$ cat src/rtl/systolic_input_feeder_if.sv
// Handshake and skewed-activation bus between an upstream vector source,
// the systolic input feeder and the array's left edge.
interface systolic_input_feeder_if #(
    parameter int DATA_WIDTH = 8,
    parameter int ROWS       = 4
);
    logic                       in_valid;
    logic                       in_ready;
    logic [ROWS*DATA_WIDTH-1:0] in_data;
    logic                       in_last;
    logic [ROWS*DATA_WIDTH-1:0] act_out;
    logic                       act_valid;
    logic                       busy;
    logic                       done;

    modport master (
        output in_valid, in_data, in_last,
        input  in_ready, act_out, act_valid, busy, done
    );

    modport slave (
        input  in_valid, in_data, in_last,
        output in_ready, act_out, act_valid, busy, done
    );
endinterface

$ cat src/rtl/systolic_input_feeder.sv
// Skews incoming activation vectors (row r delayed by r advances) onto the
// left edge of a systolic array, then drains zeros until the wavefront exits.
module systolic_input_feeder #(
    parameter int DATA_WIDTH = 8,
    parameter int ROWS       = 4,
    parameter int COLS       = 4
) (
    input logic                    clk,
    input logic                    reset,
    systolic_input_feeder_if.slave bus
);
    localparam int DRAIN_LEN = ROWS + COLS - 2;
    localparam int CW        = $clog2(DRAIN_LEN + 2);

    typedef enum logic [1:0] {
        IDLE,
        STREAM,
        DRAIN
    } state_e;

    state_e                     state_q, state_d;
    logic [CW-1:0]              cnt_q, cnt_d;
    logic                       done_q, done_d;
    logic                       valid_q;
    logic                       ready;
    logic                       xfer;
    logic                       adv;
    logic [ROWS*DATA_WIDTH-1:0] src;

    assign ready         = (state_q != DRAIN);
    assign xfer          = bus.in_valid && ready;
    assign adv           = xfer || (state_q == DRAIN);
    assign src           = (state_q == DRAIN) ? '0 : bus.in_data;
    assign bus.in_ready  = ready;
    assign bus.busy      = (state_q != IDLE);
    assign bus.act_valid = valid_q;
    assign bus.done      = done_q;

    always_ff @(posedge clk) begin
        if (reset) begin
            state_q <= IDLE;
            cnt_q   <= '0;
            done_q  <= 1'b0;
            valid_q <= 1'b0;
        end else begin
            state_q <= state_d;
            cnt_q   <= cnt_d;
            done_q  <= done_d;
            valid_q <= adv;
        end
    end

    always_comb begin
        state_d = state_q;
        cnt_d   = cnt_q;
        done_d  = 1'b0;
        unique case (state_q)
            IDLE, STREAM: begin
                if (xfer) begin
                    if (!bus.in_last) begin
                        state_d = STREAM;
                    end else if (DRAIN_LEN == 0) begin
                        state_d = IDLE;
                        done_d  = 1'b1;
                    end else begin
                        state_d = DRAIN;
                        cnt_d   = CW'(DRAIN_LEN);
                    end
                end
            end
            DRAIN: begin
                cnt_d = cnt_q - CW'(1);
                if (cnt_q == CW'(1)) begin
                    state_d = IDLE;
                    done_d  = 1'b1;
                end
            end
            default: state_d = IDLE;
        endcase
    end

    // Row r sees r delay registers before its output stage.
    for (genvar r = 0; r < ROWS; r++) begin : g_row
        logic [DATA_WIDTH-1:0] elem;
        logic [DATA_WIDTH-1:0] out_q;

        assign elem = src[r*DATA_WIDTH +: DATA_WIDTH];
        assign bus.act_out[r*DATA_WIDTH +: DATA_WIDTH] = out_q;

        if (r == 0) begin : g_direct
            always_ff @(posedge clk) begin
                if (reset) begin
                    out_q <= '0;
                end else if (adv) begin
                    out_q <= elem;
                end
            end
        end else begin : g_delay
            logic [DATA_WIDTH-1:0] dl_q [r];

            always_ff @(posedge clk) begin
                if (reset) begin
                    out_q <= '0;
                    for (int i = 0; i < r; i++) begin
                        dl_q[i] <= '0;
                    end
                end else if (adv) begin
                    dl_q[0] <= elem;
                    for (int i = 1; i < r; i++) begin
                        dl_q[i] <= dl_q[i-1];
                    end
                    out_q <= dl_q[r-1];
                end
            end
        end
    end
endmodule
$ cat src/flat_wrapper.sv
// flat-port wrapper written by rule: the top's interface ports become plain ports
module systolic_input_feeder_flat 
#(
    parameter int DATA_WIDTH = 8,
    parameter int ROWS       = 4,
    parameter int COLS       = 4
)
  (clk, reset, bus_in_valid, bus_in_data, bus_in_last, bus_in_ready, bus_act_out, bus_act_valid, bus_busy, bus_done);
  systolic_input_feeder_if #(.DATA_WIDTH(DATA_WIDTH), .ROWS(ROWS)) bus_i ();
  input logic clk;
  input logic reset;
  input wire logic [$bits(bus_i.in_valid)-1:0] bus_in_valid;
  input wire logic [$bits(bus_i.in_data)-1:0] bus_in_data;
  input wire logic [$bits(bus_i.in_last)-1:0] bus_in_last;
  output wire logic [$bits(bus_i.in_ready)-1:0] bus_in_ready;
  output wire logic [$bits(bus_i.act_out)-1:0] bus_act_out;
  output wire logic [$bits(bus_i.act_valid)-1:0] bus_act_valid;
  output wire logic [$bits(bus_i.busy)-1:0] bus_busy;
  output wire logic [$bits(bus_i.done)-1:0] bus_done;
  assign bus_i.in_valid = bus_in_valid;
  assign bus_i.in_data = bus_in_data;
  assign bus_i.in_last = bus_in_last;
  assign bus_in_ready = bus_i.in_ready;
  assign bus_act_out = bus_i.act_out;
  assign bus_act_valid = bus_i.act_valid;
  assign bus_busy = bus_i.busy;
  assign bus_done = bus_i.done;
  systolic_input_feeder #(.DATA_WIDTH(DATA_WIDTH), .ROWS(ROWS), .COLS(COLS)) u_core (.clk(clk), .reset(reset), .bus(bus_i));
endmodule
$ cat config.mk
export PLATFORM = sky130hd
export DESIGN_NAME = systolic_input_feeder_flat
export DESIGN_NICKNAME = d
export VERILOG_FILES = /design/src/rtl/systolic_input_feeder_if.sv /design/src/rtl/systolic_input_feeder.sv /design/src/flat_wrapper.sv
export SDC_FILE = /design/constraint.sdc
export NUM_CORES = 1
export LEC_CHECK = 0
export ABC_CLOCK_PERIOD_IN_PS = 2300
export CAP_MARGIN = 15
export CORE_AREA = 3 3 88 90
export CTS_CLUSTER_SIZE = 8
export DETAILED_ROUTE_END_ITERATION = 8
export DIE_AREA = 0 0 91 93
export PLACE_DENSITY = 0.73
export SLEW_MARGIN = 20
export SYNTH_ARGS = -nofsm -noshare
export SYNTH_HDL_FRONTEND = slang
export SYNTH_SLANG_ARGS = --single-unit
$ cat constraint.sdc
create_clock -name clk -period 2.3 [get_ports clk]
set_input_delay 0.23 -clock clk [delete_from_list [all_inputs] [get_ports clk]]
set_output_delay 0.23 -clock clk [all_outputs]
set_load 0.02 [all_outputs]
[Word level (Yosys, flattened, before mapping)]
Memories as Yosys holds them, arrays and structs flattened. A register that Yosys moved wholly into a read port is not among the register bits.
Index checks and enable logic that the tools add are counted.
Operators by class
  $add $sub $neg: 1
  eq/ne operators: 7
  mux-type cells: 21
  bitwise logic cells: 6
  reduce and logical (&&, ||, !) cells: 10
Operators by type and width (count)
  8-bit two-way mux: 6
  32-bit two-way mux: 1
  8-bit OR reduction: 1
  1-bit two-way mux: 7
  2-bit two-way mux: 3
  3-bit two-way mux: 2
  2-bit inequality test, second input constant: 3
  3-bit one-hot mux with 2 select lines: 1
  1-bit bitwise OR: 5
  2-bit one-hot mux with 2 select lines: 1
  2-bit nonzero test: 2
  2-bit OR reduction: 2
  3-bit by 1-bit equality test with 1-bit output, second input constant: 1
  3-bit AND reduction: 1
  3-bit by 1-bit subtractor with 3-bit output, second input constant: 1
  2-bit by 1-bit equality test with 1-bit output, second input constant: 1
  2-bit equality test, second input constant: 1
  2-bit logical NOT: 1
  2-bit by 1-bit inequality test with 1-bit output, second input constant: 1
  2-bit AND reduction: 1
  1-bit logical AND: 1
  1-bit logical OR: 1
  1-bit NOT: 1
Word-level totals
  register bits: 15
  RAM bits: 48
  bits of input ports: 36
  output and inout bits: 36
  logic and storage cells: 53
  memories kept: 3
Memory list
  u_core.g_row[3].g_delay.dl_q: words 3, bits a word 8, rd ports 3, clocked after memory_dff 1, write ports 3, RTL line systolic_input_feeder.sv:99  | logic [DATA_WIDTH-1:0] dl_q [r];
  u_core.g_row[2].g_delay.dl_q: words 2, bits a word 8, rd ports 2, clocked after memory_dff 1, write ports 2, RTL line systolic_input_feeder.sv:99
  u_core.g_row[1].g_delay.dl_q: words 1, bits a word 8, rd ports 1, clocked after memory_dff 1, write ports 1, RTL line systolic_input_feeder.sv:99

[Longest topological paths before layout]
Gate-level depths: netlist of the first run.
  depth in word-level cells: 8
  gate-level depth with buffers: 7
  gate-level depth less buffers: 5

[Worst setup path after synthesis of the first run]
OpenSTA, ideal clock, no wires.
  kind: reg-to-reg
  start point: register u_core.state_q[1]
  end point: memory u_core.g_row[1].g_delay.dl_q[0][0] (enable)
  library setup time: 0.402 ns
  arrival: 1.809 ns
  required time: 1.898 ns
  slack: 0.089 ns
  stages on the path, launching flop included: 6
  path buffers: 2
  period minus slack after synthesis: 2.211 ns
  cells stage by stage: dfxtp_1 nor2b_1 buf_4 nor3_2 buf_2 inv_1
Between the ends
  word-level cells in the longest chain between the ends: 8
  elaborated cells on any way between the ends: 9
  classes of those cells: eq/ne: 2; mux: 4; reduce/logical: 3
RTL lines
  from (decl): RTL line systolic_input_feeder.sv:21  | state_e state_q, state_d;
  from (signal assigned): RTL line systolic_input_feeder.sv:46  | state_q <= state_d;
  2-bit inequality test: RTL line systolic_input_feeder.sv:30  | assign ready = (state_q != DRAIN);
  1-bit logical AND: RTL line systolic_input_feeder.sv:31  | assign xfer = bus.in_valid && ready;
  1-bit logical OR *: RTL line systolic_input_feeder.sv:32  | assign adv = xfer || (state_q == DRAIN);
  1-bit two-way mux *: RTL line systolic_input_feeder.sv:107  | end else if (adv) begin
  1-bit two-way mux *: RTL line systolic_input_feeder.sv:102  | if (reset) begin
  1-bit two-way mux (implied by the code) *: RTL line systolic_input_feeder.sv:108  | dl_q[0] <= elem;
  8-bit OR reduction (no line)
  1-bit two-way mux (no line) *
  to (decl): RTL line systolic_input_feeder.sv:99
Mark *: on every way between the ends. The rest lies on a longest branch, timed or not.

[Worst setup path after layout of the first run]
  start point: register u_core.state_q[1]
  end point: output port bus_in_ready
Between the ends
  word-level cells in the longest chain between the ends: 1
RTL lines
  2-bit inequality test: RTL line systolic_input_feeder.sv:30
  to (decl): RTL line flat_wrapper.sv:15  | output wire logic [$bits(bus_i.in_ready)-1:0] bus_in_ready;
No other way between the ends.

==> results of run 1 <==
==> worst paths after layout <==
| check | startpoint | to | slack [ns] | depth (start not counted) |
|---|---|---|---|---|
| setup / recovery | u_core.state_q[1] | bus_in_ready | 0.39 | 4 |
| hold / removal | u_core.g_row[3].g_delay.dl_q[2][1] | u_core.g_row[3].out_q[1] | 0.46 | 1 |
| setup reg to reg | u_core.state_q[1] | u_core.g_row[3].g_delay.dl_q[0][6] | 0.61 | 5 |
| hold reg to reg | u_core.g_row[3].g_delay.dl_q[2][1] | u_core.g_row[3].out_q[1] | 0.46 | 1 |
==> area by class of cell <==
cell class	count	area, sq um	area share, %
Sequential cell	87	2220	54.1
Timing Repair Buffer	79	771	18.8
Clock inverter	5	53.8	1.31
Clock buffer	11	163	3.96
Inverter	6	25.0	0.609
Tap cell	99	124	3.01
Multi-Input combinational cell	102	752	18.3
==> registers in the layout, indices dropped and copies added, names as in the netlist <==
name                       cells
u_core.state_q                 2
u_core.cnt_q                   3
u_core.g_row.g_delay.dl_q     48
u_core.g_row.out_q            32
u_core.bus.act_valid           1
u_core.bus.done                1
==> layer usage <==
| metal | track usage, % | up-vias | wire length, um |
|---|---|---|---|
| li1 | - | 896 | - |
| met1 | 14.6 | 854 | 2100 |
| met4 | 6.91 | 0 | 82 |
| met3 | 4.75 | 5 | 349 |
| met2 | 20.6 | 56 | 2580 |
| met5 | 0 | - | 0 |
==> Yosys cell counts, types with 2 or more instances <==
| library cell | instances | area (sq um) |
|---|---|---|
| ha_1 | 2 | 25.0 |
| edfxtp_1 | 48 | 1440 |
| nor3_2 | 2 | 20.0 |
| nor2_1 | 2 | 7.51 |
| inv_1 | 5 | 18.8 |
| nand2_1 | 2 | 7.51 |
| buf_6 | 2 | 22.5 |
| a21oi_1 | 2 | 10.0 |
| and2_1 | 48 | 300 |
| clkbuf_1 | 3 | 11.3 |
| buf_2 | 6 | 30.0 |
| dfxtp_1 | 39 | 781 |
| a22o_1 | 32 | 280 |
==> through the flow <==
step	hold WS, ns	instances	total power [mW]	utilization (%)	setup WS (ns)
finish	0.456	389	3.23	57.6	0.389
global route	0.471	389	3.37	57.6	0.279
CTS	0.462	389	3.27	57.6	0.364
detailed placement	0.444	373	2.16	54.6	0.463
global placement	0.438	373	2.15	54.6	0.493
floorplan	0.343	208	1.99	-	0.0890
==> worst register-to-register path, stage by stage (launching register included) <==
cell and delay [ns]:
dfxtp_1 0.36, nor2b_1 0.16, buf_4 0.20, nor3_4 0.05, inv_2 0.05, buf_4 0.48
==> power by group <==
group | internal (mW) | switching [mW] | total [mW]
clock network | 0.594 | 0.516 | 1.11
registers | 1.75 | 0.0363 | 1.79
logic | 0.174 | 0.157 | 0.331
total | 2.52 | 0.709 | 3.23
==> kinds of logic after synthesis <==
kind of cell	after synthesis	share of synthesized area, %
flip-flops	87	72.5
AO/OA/AOI/OAI	40	11.2
adder cells (fa/ha/maj)	2	0.817
buffers and inverters	19	3.31
AND/OR/NAND/NOR	60	12.1
==> impl_metrics.csv, run 1 <==
group,metric,value,unit
run_status,outcome,"finished, final reports clean",
clock_network,clockBufferDepth,2,
routing,drc,0,
timing,worst_pin_slew,0.590,ns
power,peakVddDrop,524,uV
yosys,yosysUniqueCellTypes,28,
worst_setup_path,max_stage_delay,0.60,ns
global_routing,grt_max_degree,49,
routing,drt-total-wl,5.12,mm
die,core,7140,sq um
timing,finalClockSkew,0.0101,ns
layout,antennaDiodeCount,0,
layout,nFillCells,615,
routing,vias,1811,
yosys,async_flop_share,0,%
clock_network,clk_latency,0.35,ns
layout,syn_to_final_growth,34.2,%
timing,period_share,83.1,%
yosys,netlist_area,3060,sq um
die,io_pins,72,
place,port_buffers,71,
routing,dr.pass1.iters,4,
clock_network,holdBufCountCts,0,
die,rows,31,
layout,final_cell_mix,"clkdlybuf4s50_1, and2_1, edfxtp_1",
routing,ant_nets,0,
global_routing,track_usage,12.7,%
timing,setup_tns,0,ns
global_routing,antenna_found_initial,0,
worst_setup_path,critPathMaxFanout,8,
yosys,ys_ff_latch,87,
global_routing,grt_pass1_wl,8.19,mm
timing,fin_crit,1.91,ns
layout,final_common_cell,"clkdlybuf4s50_1",
die,start_util,42.9,%
clock_network,cts_root_buf,"clkbuf_8",
place,place_area,3890,sq um
yosys,ys_warn_count,0,
yosys,syn_nets,246,
worst_setup_path,timing.critical_path.buf_inv,3,
global_routing,grt_pass1_vias,1733,
worst_setup_path,critPathCaptureType,"output port",
die,die_w,91,um
worst_setup_path,worst_path_max_delay_cell,"clkdlybuf4s50_1",
hold_path,hold_class,"flip-flop to flip-flop",
global_routing,grt.overflow.total,0,
place,hpwl,3.38,mm
routing,drtIter0Drc,53,
layout,nNetsFinal,323,
clock_network,cts.sinks,87,
timing,timing.final.max_slew_violations,0,
worst_setup_path,worstPathRequired,2.07,ns
yosys,synth_ff_type,"edfxtp_1",
timing,relSlewSlack,60.7,%
yosys,synth_cells,208,
clock_network,cts_tree,"done",
worst_setup_path,path_delay_family,"buffers and inverters",
clock_network,h-tree-depth,3,
yosys,ys_seq_area_share,72.5,%
yosys,synth_edf_count,48,
timing,fmax,523,MHz
yosys,syn_area_per_cell,14.7,sq um
job,maxCapViolCount,0,
die,die_area,8460,sq um
worst_setup_path,path_cells,"nor2b_1 > buf_4 > inv_4 > clkdlybuf4s50_1",
timing,hold_violations,0,
die,die_y,93,um
worst_setup_path,cp-start-kind,"flip-flop",
clock_network,clk_pin_slew,0.08,ns
timing,finalSetupViolCount,0,
timing,grt_setup_unrepaired,"no",
power,power.leakage,1.60,nW
worst_setup_path,path_class,"flip-flop to output port",
place,gp_congestion,0.685,
clock_network,cts_setup_buffers,0,
layout,drive_gt1_share,10.3,%
clock_network,cts_buffers,9,
power,p_per_area,786,nW/um^2
layout,fin_area,4110,sq um
routing,viasPerCell,4.66,
clock_network,cts_resized,0,
routing,wire_per_inst,13.2,um
worst_setup_path,arrival,1.68,ns
(Power assumes the default switching activity.)
==> inputs of run 2 (changes only) <==
--- a/config.mk
+++ b/config.mk
@@ -5,13 +5,13 @@
 export SDC_FILE = /design/constraint.sdc
 export NUM_CORES = 1
 export LEC_CHECK = 0
-export ABC_CLOCK_PERIOD_IN_PS = 2300
+export ABC_CLOCK_PERIOD_IN_PS = 1970
 export CAP_MARGIN = 15
-export CORE_AREA = 3 3 88 90
+export CORE_AREA = 3 3 84 86
 export CTS_CLUSTER_SIZE = 8
 export DETAILED_ROUTE_END_ITERATION = 8
-export DIE_AREA = 0 0 91 93
-export PLACE_DENSITY = 0.73
+export DIE_AREA = 0 0 87 89
+export PLACE_DENSITY = 0.76
 export SLEW_MARGIN = 20
 export SYNTH_ARGS = -nofsm -noshare
 export SYNTH_HDL_FRONTEND = slang
==> constraint.sdc (replaced) <==
create_clock -name clk -period 1.97 [get_ports clk]
set_input_delay 0.197 -clock clk [delete_from_list [all_inputs] [get_ports clk]]
set_output_delay 0.197 -clock clk [all_outputs]
set_load 0.02 [all_outputs]
==> impl_metrics.csv, run 2 (same netlist as run 1, synthesis figures left out) <==
group,metric,value,unit
routing,drc,0,
timing,grt_setup_unrepaired,"no",
place,port_buffers,71,
worst_setup_path,r2r-start,"u_core.state_q[1]",
routing,vias,1818,
layout,nNetsFinal,323,
power,p_per_area,886,nW/um^2
timing,relSlewSlack,77.0,%
layout,fin_area,4070,sq um
die,die_w,87,um
timing,hold_violations,0,
global_routing,track_usage,14.4,%
timing,period_share,92.7,%
place,gp_congestion,0.751,
layout,largest_reg_flops,48,
layout,instances_no_fill,367,
routing,drtIter0Drc,47,
timing,fmax,548,MHz
layout,multiInputGateArea,754,sq um
layout,largest_register,"u_core.g_row.g_delay.dl_q",
worst_setup_path,r2r_end,"u_core.g_row[2].g_delay.dl_q[0][0]",
power,power.leakage,1.58,nW
layout,register_area,2220,sq um
hold_path,min_from,"bus_in_data[2]",
place,hpwl,3.48,mm
worst_setup_path,path_class,"flip-flop to output port",
routing,drt-total-wl,5.17,mm
layout,drive_gt1_share,10.7,%
timing,timing.final.max_slew_violations,0,
timing,finalClockSkew,0.0119,ns
routing,wire_per_inst,14.1,um
hold_path,hold_end,"u_core.g_row[0].out_q[2]",
routing,viasPerCell,4.95,
clock_network,cts.sinks,87,
worst_setup_path,r2r_slack,0.49,ns
die,io_pins,72,
worst_setup_path,arrival,1.63,ns
die,start_util,48.2,%
routing,ant_nets,0,
die,core,6350,sq um
timing,fin_crit,1.83,ns
timing,setup_tns,0,ns
place,dpl_worst_slack,0.308,ns
worst_setup_path,critPathMaxFanout,5,
layout,top_regs,"u_core.g_row.g_delay.dl_q: 48 flops, u_core.g_row.out_q: 32 flops, u_core.cnt_q: 3 flops",
clock_network,clockBufferDepth,2,
global_routing,grt.overflow.total,0,
timing,finalSetupViolCount,0,
worst_setup_path,reg2reg_depth,5,
run_status,outcome,"finished, final reports clean",
clock_network,h-tree-depth,3,
global_routing,grt_pass1_vias,1840,
layout,nFillCells,496,
layout,final_common_cell,"clkdlybuf4s50_1",
layout,final_cell_mix,"clkdlybuf4s50_1, and2_1, edfxtp_1",
worst_setup_path,worstPathRequired,1.77,ns
worst_setup_path,critPathCaptureType,"output port",
routing,dr.pass1.iters,2,
clock_network,clk_pin_slew,0.09,ns
clock_network,cts_tree,"done",
die,die_y,89,um
layout,syn_to_final_growth,32.8,%
die,die_area,7740,sq um
global_routing,antenna_found_initial,0,
timing,layout_setup_ws,0.144,ns
clock_network,cts_root_buf,"clkbuf_8",
hold_path,hold_depth,2,
clock_network,clk_latency,0.34,ns
global_routing,grt_max_degree,33,
timing,worst_pin_slew,0.337,ns
job,maxCapViolCount,0,
power,p_total,3.60,mW
hold_path,hold_class,"input pin to flip-flop",
global_routing,grt_pass1_wl,8.40,mm
clock_network,cts_buffers,9,
die,rows,29,
worst_setup_path,cp-start-kind,"flip-flop",
place,place_area,3880,sq um
layout,antennaDiodeCount,0,
place,dp.cells,351,
power,peakVddDrop,519,uV
run 2: area by class of cell:
type | instances | area share (%)
Timing Repair Buffer | 79 | 19.2
Tap cell | 77 | 2.37
Inverter | 6 | 0.707
Multi-Input combinational cell | 102 | 18.5
Clock buffer | 11 | 3.72
Sequential cell | 87 | 54.6
Clock inverter | 5 | 0.800
run 2: what timing repair did:
action / CTS / global route
setup buffers: 0 / 0
resized for setup: 1 / 0
setup endpoints to repair: 1 / 0
hold buffers: 0 / 0
run 2: worst max path at each step:
stage	startpoint	to	slack, ns	cells past startpoint
after floorplan	u_core.state_q[1]	u_core.g_row[1].g_delay.dl_q[0][0]	-0.03	5
after global placement	bus_in_valid	u_core.g_row[3].g_delay.dl_q[0][6]	0.33	4
after detailed placement	bus_in_valid	u_core.g_row[1].out_q[1]	0.31	4
after CTS	u_core.state_q[1]	bus_in_ready	0.10	3
after global routing	u_core.state_q[1]	bus_in_ready	0.04	3
final	u_core.state_q[1]	bus_in_ready	0.14	3
run 2: power breakdown:
part           leakage [nW]  internal (mW)  switching (mW)
combinational         0.629          0.207           0.185
sequential            0.856           2.05          0.0442
clock                0.0991          0.525           0.594
run 2: critical path: stages (launching register included):
cell             delay (ns)
dfxtp_1                0.36
nor2b_2                0.30
inv_4                  0.09
clkdlybuf4s50_1        0.55
run 2: stage by stage:
stage | hold slack (ns) | utilization, %
after floorplan | 0.310 | -
after global placement | 0.439 | 61.1
after detailed placement | 0.442 | 61.1
after CTS | 0.427 | 64.1
after global routing | 0.436 | 64.1
final | 0.448 | 64.1
run 2: per-layer routing:
metal / up-vias / part of all wire (%) / global-route usage (%)
li1: 902 / - / -
met1: 875 / 41 / 16.4
met2: 36 / 53 / 25.3
met3: 5 / 3.8 / 2.76
met4: 0 / 1.4 / 8.50
met5: - / 0 / 0
